[src/rtl/dpram_arb_pkg.sv]
// -----------------------------------------------------------------------------
// dpram_arb_pkg
// Shared definitions for the two-requester dual-port-RAM arbiter:
//   - arb_state_t    : arbiter FSM encoding (IDLE=0, ACC=1, ACK=2)
//   - NUM_REQ        : number of requesters sharing the RAM port
//   - lock_cnt_width : width of the lock counter for a given MAX_LOCK
// -----------------------------------------------------------------------------
package dpram_arb_pkg;

  localparam int NUM_REQ = 2;

  typedef enum logic [1:0] {
    IDLE = 2'd0,
    ACC  = 2'd1,
    ACK  = 2'd2
  } arb_state_t;

  // The lock counter only ever holds 0 .. MAX_LOCK-1.
  function automatic int lock_cnt_width(input int max_lock);
    return (max_lock > 2) ? $clog2(max_lock) : 1;
  endfunction

endpackage

[src/rtl/dpram_arb_rr.sv]
// -----------------------------------------------------------------------------
// dpram_arb_rr
// Two-way round-robin picker with optional grant locking.
// Optional feature macro: DPRAM_ARB_LOCK_EN (lock re-grant of the last-served
// requester, bounded by MAX_LOCK consecutive grants).
//
// Ports:
//   i_req      [1:0]     request lines of requester 1/0
//   i_lock     [1:0]     lock requests of requester 1/0
//   i_lst                last-served requester
//   i_lock_cnt [LCW-1:0] consecutive locked re-grants already given
//   o_gnt                requester to grant (meaningful when any i_req is set)
//   o_lock_hit           grant came from the lock path (counter must advance)
// -----------------------------------------------------------------------------
module dpram_arb_rr
  import dpram_arb_pkg::*;
#(
  parameter int MAX_LOCK = 4,
  parameter int LCW      = 2
) (
  input  logic [NUM_REQ-1:0] i_req,
  input  logic [NUM_REQ-1:0] i_lock,
  input  logic               i_lst,
  input  logic [LCW-1:0]     i_lock_cnt,
  output logic               o_gnt,
  output logic               o_lock_hit
);

  logic w_rr_gnt;
  logic w_hit;

  // Plain round robin: a tie goes to whoever was not served last.
  always_comb begin
    w_rr_gnt = 1'b0;
    if (i_req[0] && i_req[1]) begin
      w_rr_gnt = ~i_lst;
    end else if (i_req[1]) begin
      w_rr_gnt = 1'b1;
    end
  end

`ifdef DPRAM_ARB_LOCK_EN
  localparam logic [LCW-1:0] LOCK_LIM = LCW'(MAX_LOCK - 1);

  // Last-served requester keeps the port while it holds lock, up to the limit.
  assign w_hit = i_req[i_lst] & i_lock[i_lst] & (i_lock_cnt < LOCK_LIM);
`else
  logic w_unused;
  assign w_unused = ^{i_lock, i_lock_cnt};
  assign w_hit    = 1'b0;
`endif

  assign o_gnt      = w_hit ? i_lst : w_rr_gnt;
  assign o_lock_hit = w_hit;

endmodule

[src/rtl/dpram_arbiter.sv]
// -----------------------------------------------------------------------------
// dpram_arbiter
// Arbitrates two Wishbone-style requesters onto one RAM port. Each access runs
// IDLE -> ACC (RAM address/write cycle) -> ACK (one-cycle ack, read data
// returned), giving one access per 3 cycles at best.
// Optional feature macro: DPRAM_ARB_LOCK_EN (back-to-back locked grants,
// at most MAX_LOCK in a row to one requester).
//
// Handshake: a requester raises reqN_i with weN_i/addrN_i/datN_i stable and
// holds them until ackN_o pulses for one cycle; datN_o carries the read word
// only in that cycle (zero otherwise). Requests are only sampled in IDLE, so a
// request that appears during ACC/ACK waits for the next IDLE cycle. Dropping a
// request after it was granted does not abort the access.
//
// Ports:
//   wb_clk_i, wb_rst_i                  clock, async active-high reset
//   req0_i/req1_i                       access requests
//   we0_i/we1_i [3:0]                   byte write enables (0 = read)
//   addr0_i/addr1_i [ADDR_WIDTH-1:0]    word addresses
//   dat0_i/dat1_i [31:0]                write data
//   lock0_i/lock1_i                     back-to-back grant requests
//   ack0_o/ack1_o                       access-complete pulses
//   dat0_o/dat1_o [31:0]                read data, valid with ack
//   ram_addr_o/ram_we_o/ram_di_o        RAM port drive (zero outside ACC)
//   ram_do_i [31:0]                     RAM read data, valid the cycle after ACC
//   dbg_state_o [1:0]                   current FSM state (debug)
// -----------------------------------------------------------------------------
module dpram_arbiter
  import dpram_arb_pkg::*;
#(
  parameter int ADDR_WIDTH = 3,
  parameter int MAX_LOCK   = 4
) (
  input  logic                  wb_clk_i,
  input  logic                  wb_rst_i,
  input  logic                  req0_i,
  input  logic [3:0]            we0_i,
  input  logic [ADDR_WIDTH-1:0] addr0_i,
  input  logic [31:0]           dat0_i,
  input  logic                  lock0_i,
  input  logic                  req1_i,
  input  logic [3:0]            we1_i,
  input  logic [ADDR_WIDTH-1:0] addr1_i,
  input  logic [31:0]           dat1_i,
  input  logic                  lock1_i,
  output logic                  ack0_o,
  output logic [31:0]           dat0_o,
  output logic                  ack1_o,
  output logic [31:0]           dat1_o,
  output logic [ADDR_WIDTH-1:0] ram_addr_o,
  output logic [3:0]            ram_we_o,
  output logic [31:0]           ram_di_o,
  input  logic [31:0]           ram_do_i,
  output logic [1:0]            dbg_state_o
);

  localparam int LCW = lock_cnt_width(MAX_LOCK);

  arb_state_t r_state;
  arb_state_t w_state_nxt;
  logic       r_gnt;
  logic       r_lst;
  logic       w_any_req;
  logic       w_pick;
  logic       w_lock_hit;
  logic [LCW-1:0] w_lock_cnt;

  assign w_any_req = req0_i | req1_i;

  dpram_arb_rr #(
    .MAX_LOCK (MAX_LOCK),
    .LCW      (LCW)
  ) u_rr (
    .i_req      ({req1_i, req0_i}),
    .i_lock     ({lock1_i, lock0_i}),
    .i_lst      (r_lst),
    .i_lock_cnt (w_lock_cnt),
    .o_gnt      (w_pick),
    .o_lock_hit (w_lock_hit)
  );

  // FSM state register plus grant / last-served bookkeeping.
  always_ff @(posedge wb_clk_i or posedge wb_rst_i) begin
    if (wb_rst_i) begin
      r_state <= IDLE;
      r_gnt   <= 1'b0;
      r_lst   <= 1'b1;  // requester 0 wins the first tie
    end else begin
      r_state <= w_state_nxt;
      if (r_state == IDLE && w_any_req) begin
        r_gnt <= w_pick;
      end
      if (r_state == ACK) begin
        r_lst <= r_gnt;
      end
    end
  end

`ifdef DPRAM_ARB_LOCK_EN
  logic [LCW-1:0] r_lock_cnt;

  // Counts locked re-grants; restarts whenever the port changes hands.
  always_ff @(posedge wb_clk_i or posedge wb_rst_i) begin
    if (wb_rst_i) begin
      r_lock_cnt <= '0;
    end else if (r_state == IDLE && w_any_req) begin
      if (w_lock_hit) begin
        r_lock_cnt <= r_lock_cnt + 1'b1;
      end else if (w_pick != r_lst) begin
        r_lock_cnt <= '0;
      end
    end
  end

  assign w_lock_cnt = r_lock_cnt;
`else
  logic w_unused;
  assign w_unused   = w_lock_hit;
  assign w_lock_cnt = '0;
`endif

  // Next-state logic: each access is a fixed IDLE -> ACC -> ACK walk.
  always_comb begin
    w_state_nxt = r_state;
    case (r_state)
      IDLE:    if (w_any_req) w_state_nxt = ACC;
      ACC:     w_state_nxt = ACK;
      ACK:     w_state_nxt = IDLE;
      default: w_state_nxt = IDLE;
    endcase
  end

  // RAM port mux: only the granted requester drives the port, and only in ACC.
  // Being decoded from r_state, the write enable drops as soon as reset hits.
  always_comb begin
    ram_addr_o = '0;
    ram_we_o   = '0;
    ram_di_o   = '0;
    if (r_state == ACC) begin
      if (r_gnt) begin
        ram_addr_o = addr1_i;
        ram_we_o   = we1_i;
        ram_di_o   = dat1_i;
      end else begin
        ram_addr_o = addr0_i;
        ram_we_o   = we0_i;
        ram_di_o   = dat0_i;
      end
    end
  end

  // Ack/data return: RAM output registered its address at the end of ACC.
  assign ack0_o = (r_state == ACK) && !r_gnt;
  assign ack1_o = (r_state == ACK) &&  r_gnt;
  assign dat0_o = ack0_o ? ram_do_i : 32'd0;
  assign dat1_o = ack1_o ? ram_do_i : 32'd0;

  assign dbg_state_o = r_state;

endmodule

[config.mk]
export PLATFORM = sky130hd
export DESIGN_NAME = dpram_arbiter
export DESIGN_NICKNAME = d
export VERILOG_FILES = /design/src/rtl/dpram_arb_pkg.sv /design/src/rtl/dpram_arb_rr.sv /design/src/rtl/dpram_arbiter.sv
export SDC_FILE = /design/constraint.sdc
export NUM_CORES = 1
export LEC_CHECK = 0
export CAP_MARGIN = 30
export CORE_MARGIN = 5
export CORE_UTILIZATION = 19
export DETAILED_ROUTE_END_ITERATION = 16
export GPL_ROUTABILITY_DRIVEN = 1
export PLACE_DENSITY = 0.78
export RECOVER_POWER = 50
export SLEW_MARGIN = 30
export SYNTH_ARGS = -nofsm -noshare
export SYNTH_HDL_FRONTEND = slang
export SYNTH_SLANG_ARGS = --single-unit
[constraint.sdc]
create_clock -name wb_clk_i -period 1.5 [get_ports wb_clk_i]
set_clock_uncertainty 0.1 [all_clocks]
set_input_delay 0.45 -clock wb_clk_i [delete_from_list [all_inputs] [get_ports wb_clk_i]]
set_output_delay 0.45 -clock wb_clk_i [all_outputs]
set_load 0.01 [all_outputs]
==> results of run 1 <==
[worst max path at each step]
stage	end	slack (ps)
after detailed placement	ram_di_o[9]	-720
after floorplan	dat0_o[22]	-130
final	dat1_o[4]	-490
after CTS	ram_di_o[20]	-560
after global placement	ram_we_o[2]	-690
after global routing	dat0_o[24]	-570
[metrics by stage]
step,instance area [um2],setup slack (ps),TNS (ps),total power [uW]
floorplan,1580,-132,-8210,2770
global placement,3890,-691,-67850,4770
detailed placement,3890,-721,-69080,4820
CTS,4210,-560,-48990,6070
global route,4340,-566,-51810,6700
finish,4340,-495,-44630,6350
[critical path: stages, from the launching register on]
cell,delay (ps)
sky130_fd_sc_hd__dfrtp_2,420
sky130_fd_sc_hd__and3b_4,350
sky130_fd_sc_hd__buf_12,140
sky130_fd_sc_hd__buf_12,100
sky130_fd_sc_hd__and2_4,130
sky130_fd_sc_hd__buf_6,90
[registers in the layout, summed over array words and instances (netlist names)]
signal       cells
dbg_state_o      2
r_lst            1
r_gnt            1
[cell usage in the layout, fill, tap and decap left out]
master                              n
sky130_fd_sc_hd__dfrtp_2            3
sky130_fd_sc_hd__dlygate4sd3_1      1
sky130_fd_sc_hd__buf_12             9
sky130_fd_sc_hd__buf_16             3
sky130_fd_sc_hd__a22o_1             1
sky130_fd_sc_hd__mux2i_1           13
sky130_fd_sc_hd__clkdlybuf4s50_1  110
sky130_fd_sc_hd__buf_2             53
sky130_fd_sc_hd__clkbuf_8           3
sky130_fd_sc_hd__mux2i_2            8
sky130_fd_sc_hd__buf_6             64
sky130_fd_sc_hd__and3b_4            1
sky130_fd_sc_hd__nor2_4            11
sky130_fd_sc_hd__dfstp_2            1
sky130_fd_sc_hd__inv_1              2
sky130_fd_sc_hd__or2b_1             1
sky130_fd_sc_hd__nand2b_4           1
sky130_fd_sc_hd__and2_1            21
sky130_fd_sc_hd__mux2i_4           18
sky130_fd_sc_hd__and2_4            43
sky130_fd_sc_hd__nor2_1             1
sky130_fd_sc_hd__or3b_4             1
sky130_fd_sc_hd__dlygate4sd2_1      1
sky130_fd_sc_hd__nor3b_4            1
sky130_fd_sc_hd__a21o_1             1
sky130_fd_sc_hd__buf_4             12
sky130_fd_sc_hd__o21a_1             1
sky130_fd_sc_hd__nor2_2            28
sky130_fd_sc_hd__buf_8              4
sky130_fd_sc_hd__clkbuf_1           1
sky130_fd_sc_hd__dlymetal6s2s_1     1
sky130_fd_sc_hd__a21boi_0           1
[metal layers]
layer / vias to the layer above / track usage (%) / part of all wire (%)
li1: 1054 / - / -
met2: 121 / 36.9 / 55
met3: 20 / 4.30 / 8.3
met1: 956 / 19.1 / 33
met5: - / 0 / 0
met4: 0 / 4.77 / 3.4
[what timing repair did]
action,in CTS,in global routing
setup buffers,21,9
endpoints found under the setup margin,108,106
cloned,4,0
gates resized for setup,513,45
pin swaps,6,14
[cell type report]
cell class	count	share of cell area (%)
multi-input combinational	152	35.8
timing repair buffer	258	58.4
inverter	2	0.173
tap	77	2.22
clock buffer	4	1.04
sequential	4	2.42
[power by group through the flow]
stage,Clock (uW),Combinational (uW),Sequential [uW]
2_1_floorplan,0,2530,240
3_3_place_gp,0,4520,244
3_5_place_dp,0,4570,250
4_1_cts,240,5570,263
5_1_grt,254,6180,268
6_report,234,5860,257
[cells by family after synthesis]
logic type             count (synthesis)
AO/OA/AOI/OAI                          4
buffers and inverters                 17
flip-flops                             4
multiplexers                          39
AND/OR/NAND/NOR                      109
==> metrics.json, run 1 <==
{
  "run_status": "finished, violations left",
  "failed_checks": "negative setup slack",
  "fp.dieH_um": 91.6,
  "ys_top_cells_by_count": "sky130_fd_sc_hd__and2_1 (64), sky130_fd_sc_hd__nor2_1 (40), sky130_fd_sc_hd__mux2i_1 (39)",
  "yosysUniqueCellTypes": 18,
  "final.min_clock_period_ps": 1990,
  "timing.slew.headroom_pct": 85.1,
  "synthSimpleGateAreaFrac_pct": 47.8,
  "maximum_fanout_along_the_worst_path": 13,
  "htree_levels": 1,
  "p_clk_share_pct": 3.7,
  "floorplan.initialDensity_pct": 19.7,
  "final_ant_viol_nets": 0,
  "power.density_mw_per_mm2": 1460,
  "hold_path.startpoint": "r_lst$_DFFE_PP1N_",
  "num_vias": 2151,
  "worst_skew_pair.late_latency_ps": 210,
  "syn_to_final_growth_pct": 243,
  "final_setup_violation_count": 106,
  "worst-endpoint-arrival_ps": 1440,
  "synth-seq-area-share_pct": 8.02,
  "cts-buffers-inserted": 3,
  "multiInputGateArea_mm2": 0.00155,
  "crit_path_start": "dbg_state_o[0]$_DFFE_PP0P_",
  "synth_compound_area_share_pct": 2.48,
  "share_of_synthesized_flip_flops_with_an_asynchronous_set_or_reset_pct": 100,
  "clock-root-buffer": "sky130_fd_sc_hd__clkbuf_8",
  "regToRegSetupSlack_ps": 30,
  "syn-cell-area_mm2": 0.00126,
  "drt-initial-drc-count": 28,
  "timing.rr.end": "r_gnt$_DFFE_PP0P_",
  "post_drt_wl_per_cell_um": 17.2,
  "grt_remaining_overflow": 0,
  "synth_largest_area_cell": "sky130_fd_sc_hd__and2_1",
  "irDropWorstVdd_uv": 1070,
  "seqPwrFrac_pct": 4.0,
  "routabilityCongestion": 0.842,
  "die_width_um": 91.6,
  "rsz0062_at_grt": "yes",
  "placedCellCount": 466,
  "cts_hold_buffers": 0,
  "cts_tree": "built",
  "post_layout_instance_count_excluding_filler_cells": 497,
  "share_comb_of_total_power_pct": 92.3,
  "crit_path_start_kind": "flip-flop",
  "p_sw_share_pct": 39.9,
  "std_cell_rows": 29,
  "largest_family_of_logic_cells_by_synthesized_area": "simple AND/OR/NAND/NOR gates",
  "critPathKind": "flip-flop to output port",
  "worst-endpoint-required_ps": 950,
  "fin_crit_sh_pct": 133,
  "clk_pin_slew_worst_setup_hold_paths_ps": 30,
  "syn_area_per_cell_um2": 7.30,
  "final.fill_count": 515,
  "place_hpwl_um": 6450,
  "cts_max_path_buffers": 2,
  "total_leakage_power_uw": 0.00198,
  "buffer_ports.inserted": 220,
  "fp.coreArea_mm2": 0.00642,
  "register_area_um2": 105,
  "holdPathEnd": "r_lst$_DFFE_PP1N_",
  "adder_and_majority_cell_fraction_of_the_synthesized_area_pct": 0,
  "worst-slew-pin-transition_ps": 218,
  "clock_sink_count": 4,
  "drv_slew": 0,
  "track_usage_pct": 18.6,
  "worstHoldPathType": "flip-flop to flip-flop",
  "io-pin-count": 223,
  "synth-edff-count": 0,
  "mappedNetlistNets": 289,
  "max-cap-violations": 0,
  "first_global_vias": 2335,
  "final.setup.worst_slack_ps": -495,
  "number_of_antenna_violations_at_the_first_check_in_global_routing": 0,
  "final_core_util_pct": 67.5,
  "yosys_warnings": 0,
  "hold_viol": 0,
  "synth.area.top_cells": "sky130_fd_sc_hd__and2_1 (32%), sky130_fd_sc_hd__mux2i_1 (31%), sky130_fd_sc_hd__nor2_1 (12%), sky130_fd_sc_hd__buf_6 (6.2%), sky130_fd_sc_hd__dfrtp_1 (5.9%)",
  "layout-drive-gt1-share_pct": 62.9,
  "min_path_cells": 1,
  "timing.reg2reg.worst_path_depth": 4,
  "achievable-frequency_mhz": 501,
  "critPathCaptureType": "output port",
  "dr.pass1.iters": 4,
  "synth_cells": 173,
  "grt_first_pass_wirelength_um": 12600,
  "ys_dominant_reg_cell": "sky130_fd_sc_hd__dfrtp_1",
  "num-nets-final": 537,
  "pin_count_of_the_biggest_net_entering_global_routing": 18,
  "synth_seq_cells": 4,
  "post_synth_mux_area_share_pct": 30.9,
  "net-switching-power_uw": 2530,
  "detail_route.wirelength_um": 8540,
  "number_of_diodes_added_for_antenna_fixing": 0,
  "drcViolationCount": 0,
  "power.internal_uw": 3820,
  "yosys.cell_count.top_type": "sky130_fd_sc_hd__and2_1",
  "dieArea_mm2": 0.00838,
  "post_drt_via_cell_ratio": 4.33,
  "crit-reg2reg-launch": "dbg_state_o[0]$_DFFE_PP0P_",
  "synth_top_cell_area_share_pct": 31.7,
  "post_synth_xor_area_fraction_pct": 0,
  "worst_hold_slack_ps": 407
}
Note: power is estimated with default switching activity, not from simulation.
==> run 2: changes to the inputs <==
Settings changed: CORE_AREA set to 2 2 88 90, CORE_MARGIN 5 to not set, CORE_UTILIZATION 19 to not set, DIE_AREA set to 0 0 90 92, GPL_TIMING_DRIVEN set to 0, PLACE_DENSITY 0.78 to 0.72.
==> run 2 against run 1 <==
The run still ends with negative setup slack left. Hold slack gained 6.4 ps. Combinational power fell by 2%. Sequential power shrank 4%. Sequential cell count is the same. Register-to-register slack is essentially flat. Via count shrank 0.74%. Die area shrank 1.2%. Largest cell class unchanged. Highest routed layer unchanged.
==> metrics.json, run 2 (synthesis results as in run 1) <==
{
  "run_status": "finished, violations left",
  "failed_checks": "negative setup slack",
  "floorplan.initialDensity_pct": 17.0,
  "crit_family": "simple AND/OR/NAND/NOR gates",
  "sum_of_buffers_and_inverters_on_the_critical_path": 4,
  "buffer_ports.inserted": 220,
  "worst-slew-pin-transition_ps": 168,
  "timing.slew.headroom_pct": 88.5,
  "final_ant_viol_nets": 0,
  "register_area_um2": 105,
  "std_cell_rows": 32,
  "cts_max_path_buffers": 2,
  "layout.cells.most_common": "sky130_fd_sc_hd__clkdlybuf4s50_1",
  "track_usage_pct": 16.8,
  "share_comb_of_total_power_pct": 92.1,
  "seqPwrFrac_pct": 3.9,
  "timing.reg2reg.worst_path_depth": 4,
  "layout-drive-gt1-share_pct": 66.3,
  "total_leakage_power_uw": 0.00199,
  "net-switching-power_uw": 2460,
  "worst_skew_pair.late_latency_ps": 220,
  "clock-root-buffer": "sky130_fd_sc_hd__clkbuf_8",
  "number_of_diodes_added_for_antenna_fixing": 0,
  "hold_path.startpoint": "r_lst$_DFFE_PP1N_",
  "post_drt_wl_per_cell_um": 14.3,
  "irDropWorstVdd_uv": 704,
  "worst-endpoint-arrival_ps": 1490,
  "num_vias": 2135,
  "drv_slew": 0,
  "crit_path_start_kind": "flip-flop",
  "final_core_util_pct": 60.2,
  "io-pin-count": 223,
  "p_sw_share_pct": 39.3,
  "pin_count_of_the_biggest_net_entering_global_routing": 11,
  "fp.coreArea_mm2": 0.00745,
  "fp.dieH_um": 92,
  "p_clk_share_pct": 3.9,
  "flip_flop_count_of_the_largest_register_all_copies_and_words_added": 2,
  "syn_to_final_growth_pct": 255,
  "drt-initial-drc-count": 15,
  "final_setup_violation_count": 106,
  "crit-reg2reg-launch": "dbg_state_o[0]$_DFFE_PP0P_",
  "dr.pass1.iters": 4,
  "worstHoldPathType": "flip-flop to flip-flop",
  "worst_path_most_repeated_cell": "sky130_fd_sc_hd__buf_6",
  "fin_crit_sh_pct": 136,
  "final.min_clock_period_ps": 2040,
  "num-nets-final": 538,
  "critPathMaxStageDelay_ps": 400,
  "htree_levels": 1,
  "report.power.total_uw": 6250,
  "place_hpwl_um": 5690,
  "final.setup.worst_slack_ps": -544,
  "final.fill_count": 647,
  "critical_path.slowest_cell": "sky130_fd_sc_hd__dfrtp_2",
  "clock_sink_count": 4,
  "number_of_antenna_violations_at_the_first_check_in_global_routing": 0,
  "timing.rr.end": "r_gnt$_DFFE_PP0P_",
  "regToRegSetupSlack_ps": 20,
  "maximum_fanout_along_the_worst_path": 6,
  "cts-buffers-inserted": 3,
  "post_drt_via_cell_ratio": 4.08,
  "first_global_vias": 2239,
  "power.internal_uw": 3800,
  "multiInputGateArea_mm2": 0.00159,
  "power.density_mw_per_mm2": 1400,
  "grt_remaining_overflow": 0,
  "final_cell_mix": "sky130_fd_sc_hd__clkdlybuf4s50_1 (111), sky130_fd_sc_hd__buf_6 (92), sky130_fd_sc_hd__and2_4 (55), sky130_fd_sc_hd__buf_2 (39), sky130_fd_sc_hd__nor2_2 (28)",
  "drcViolationCount": 0,
  "critPathKind": "flip-flop to output port",
  "cts_tree": "built",
  "grt_first_pass_wirelength_um": 11400,
  "critPathCaptureType": "output port",
  "rsz0062_at_grt": "yes",
  "routabilityCongestion": 0.787,
  "hold_viol": 0,
  "worst-endpoint-required_ps": 950,
  "crit_path_cell_trace": "and3b_4 > buf_6 > buf_6 > buf_6 > and2_4 > buf_6",
  "detail_route.wirelength_um": 7470,
  "min_path_cells": 1,
  "die_width_um": 90,
  "timing.critical_path.depth": 6,
  "dieArea_mm2": 0.00828,
  "achievable-frequency_mhz": 489,
  "max-cap-violations": 0,
  "clk_pin_slew_worst_setup_hold_paths_ps": 30,
  "holdPathEnd": "r_lst$_DFFE_PP1N_"
}
[run 2: layout make-up]
type	instances	area share [%]
timing repair buffer	248	54.9
multi-input combinational	152	35.4
buffer	11	3.35
tap	102	2.85
sequential	4	2.35
clock buffer	4	1.01
inverter	2	0.168
[run 2: how the worst max path moves through the flow]
stage | from | end
2_1_floorplan | dbg_state_o[0]$_DFFE_PP0P_ | dat0_o[22]
3_3_place_gp | r_gnt$_DFFE_PP0P_ | dat0_o[16]
3_5_place_dp | r_gnt$_DFFE_PP0P_ | dat0_o[2]
4_1_cts | r_gnt$_DFFE_PP0P_ | dat1_o[20]
5_1_grt | dbg_state_o[0]$_DFFE_PP0P_ | dat1_o[20]
6_report | dbg_state_o[0]$_DFFE_PP0P_ | dat1_o[20]
[run 2: power groups by stage]
stage	combinational (uW)	sequential, uW	clock (uW)
after detailed placement	4490	242	0
after global routing	6110	257	267
final	5760	246	245
after CTS	5590	225	254
after global placement	4470	238	0
after floorplan	2530	240	0
[run 2: timing repair]
item                                    in CTS  in global routing
endpoints found under the setup margin     108                107
gates cloned                                 9                  1
pin swaps                                   15                  3
resized for setup                          542                 54
hold buffers                                 0                  0
setup buffers                               18                  4
[run 2: through the flow]
stage          cells  instance area [um2]  hold WS, ps  TNS, ps  setup slack (ps)
2_1_floorplan    173                 1580          115    -8210              -132
3_3_place_gp     495                 3910          402   -70020              -714
6_report         523                 4480          414   -47410              -544
4_1_cts          526                 4320          312   -50190              -575
5_1_grt          523                 4480          426   -53520              -606
3_5_place_dp     495                 3910          413   -70970              -723
[run 2: worst reg2reg max path: cells and delay by family, from the launching register on]
family,cells,cell delay [ps]
AND/OR/NAND/NOR,1,350
buffers and inverters,2,290
AO/OA/AOI/OAI,1,230
flip-flops,1,400
[run 2: routing by layer]
metal  vias up  share of wire [%]  track usage, %
li1       1062                  -               -
met1       957                 36            19.3
met2       106                 55            32.0
met3        10                7.4            3.78
met4         0                1.3            3.21
met5         -                  0               0
==> run 3: changes to the inputs <==
Settings changed: CORE_AREA 2 2 88 90 to 2 2 86 88, DIE_AREA 0 0 90 92 to 0 0 88 90.
Clock period 1.5 ns to 1.9 ns, I/O delays scaled along.
==> run 3 against run 2 <==
The run still ends with negative setup slack left. Die area shrank 4.3%. Hold slack gained 0.97 ps. Largest cell class unchanged. Sequential power decreased by 24%. Final cell count is 0.76% lower. Via count increased by 2.1%.
==> metrics.json, run 3 (synthesis results as in run 1) <==
{
  "run_status": "finished, violations left",
  "post_drt_wl_per_cell_um": 13.8,
  "final_cell_mix": "sky130_fd_sc_hd__buf_6 (86), sky130_fd_sc_hd__and2_4 (59), sky130_fd_sc_hd__dlygate4sd2_1 (45), sky130_fd_sc_hd__buf_2 (44)",
  "crit_path_start_kind": "flip-flop",
  "grt_remaining_overflow": 0,
  "post_drt_via_cell_ratio": 4.20,
  "worst-endpoint-arrival_ps": 1450,
  "place_hpwl_um": 5260,
  "critPathKind": "flip-flop to output port",
  "detail_route.wirelength_um": 7190,
  "worstHoldPathType": "flip-flop to flip-flop",
  "fp.coreArea_mm2": 0.00702,
  "timing.slew.headroom_pct": 88.1,
  "drt-initial-drc-count": 8,
  "layout.cells.most_common": "sky130_fd_sc_hd__buf_6",
  "number_of_diodes_added_for_antenna_fixing": 0,
  "number_of_antenna_violations_at_the_first_check_in_global_routing": 0,
  "buffer_ports.inserted": 220,
  "final.min_clock_period_ps": 2120,
  "irDropWorstVdd_uv": 453,
  "fp.dieH_um": 90,
  "max-cap-violations": 0,
  "worst_skew_pair.late_latency_ps": 220,
  "total_leakage_power_uw": 0.00234,
  "drcViolationCount": 0,
  "clk_pin_slew_worst_setup_hold_paths_ps": 40,
  "die_width_um": 88,
  "std_cell_rows": 31,
  "final.setup.worst_slack_ps": -217,
  "maximum_fanout_along_the_worst_path": 7,
  "floorplan.initialDensity_pct": 18.0,
  "rsz0062_at_grt": "yes",
  "cts_tree": "built",
  "clock_sink_count": 4,
  "power.density_mw_per_mm2": 985,
  "pin_count_of_the_biggest_net_entering_global_routing": 11,
  "clock-root-buffer": "sky130_fd_sc_hd__clkbuf_8",
  "first_global_vias": 2228,
  "htree_levels": 1,
  "final_ant_viol_nets": 0,
  "routabilityCongestion": 0.709,
  "layout-drive-gt1-share_pct": 50.2,
  "io-pin-count": 223,
  "final_core_util_pct": 57.0,
  "final_setup_violation_count": 105,
  "drv_slew": 0,
  "cts-buffers-inserted": 3,
  "fin_crit_sh_pct": 111,
  "worst-endpoint-required_ps": 1230,
  "worst-slew-pin-transition_ps": 179,
  "cts_max_path_buffers": 2,
  "dieArea_mm2": 0.00792,
  "hold_viol": 0,
  "num-nets-final": 537,
  "failed_checks": "negative setup slack",
  "track_usage_pct": 15.8,
  "syn_to_final_growth_pct": 217,
  "worst_hold_slack_ps": 415,
  "grt_first_pass_wirelength_um": 10300,
  "flip_flop_count_of_the_largest_register_all_copies_and_words_added": 2,
  "final.fill_count": 706,
  "achievable-frequency_mhz": 472,
  "num_vias": 2179,
  "dr.pass1.iters": 4,
  "critPathCaptureType": "output port",
  "cts_hold_buffers": 0
}
run 3: cell types whose count changed in the layout (fill, tap and decap cells not counted), sizes merged:
cell / change
clkdlybuf4s50: -71
clkbuf: +1
buf: -3
clkdlybuf4s15: -1
dlymetal6s2s: +29
dlygate4sd2: +44
run 3: layer usage:
layer | vias to the layer above | track usage, % | part of all wire (%)
li1 | 1053 | - | -
met1 | 988 | 15.9 | 34
met2 | 132 | 31.6 | 56
met3 | 6 | 3.67 | 9.1
met4 | 0 | 2.82 | 0.84
met5 | - | 0 | 0
run 3: cell type report:
class	count	area [um2]	share of cell area [%]
well taps	99	124	3.09
multi-input cells	152	1180	29.5
repair buffers	244	2350	58.7
plain buffers	14	191	4.78
flip-flops and latches	4	104	2.59
clock buffers	4	45.0	1.13
inverters	2	7.51	0.188
run 3: final timing paths:
check | startpoint | end | slack [ps] | cells after the start
max | r_gnt$_DFFE_PP0P_ | dat0_o[16] | -220 | 6
min | r_lst$_DFFE_PP1N_ | r_lst$_DFFE_PP1N_ | 410 | 1
max reg2reg | dbg_state_o[0]$_DFFE_PP0P_ | r_gnt$_DFFE_PP0P_ | 380 | 4
min reg2reg | r_lst$_DFFE_PP1N_ | r_lst$_DFFE_PP1N_ | 410 | 1
max in group asynchronous | wb_rst_i | r_lst$_DFFE_PP1N_ | 880 | 2
min in group asynchronous | wb_rst_i | r_gnt$_DFFE_PP0P_ | 590 | 2
run 3: stage by stage:
step           cells  TNS [ps]  setup WS, ps  instance area (um2)  total power [uW]
6_report         519    -15810          -217                 4000              3940
5_1_grt          519    -23150          -287                 4000              4220
4_1_cts          510    -18580          -232                 3580              3400
3_5_place_dp     492    -49380          -531                 3590              3190
3_3_place_gp     492    -48170          -521                 3590              3160
2_1_floorplan    173         0           109                 1260              1660
run 3: worst max-delay path, cell delays in order (launching register included):
cell	delay, ps
sky130_fd_sc_hd__dfrtp_1	360
sky130_fd_sc_hd__buf_6	140
sky130_fd_sc_hd__nor3b_4	190
sky130_fd_sc_hd__buf_6	170
sky130_fd_sc_hd__buf_6	130
sky130_fd_sc_hd__and2_4	140
sky130_fd_sc_hd__buf_6	100
run 3: timing repair:
item	CTS	global route
cloned	6	4
gates resized for setup	521	141
pin swaps	76	22
buffers inserted	9	5
setup endpoints to repair	107	106
run 3: power by group:
| group | internal (uW) | total [uW] | switching (uW) |
|---|---|---|---|
| Clock | 143 | 189 | 46.0 |
| Combinational | 2100 | 3570 | 1460 |
| Sequential | 140 | 187 | 47.2 |
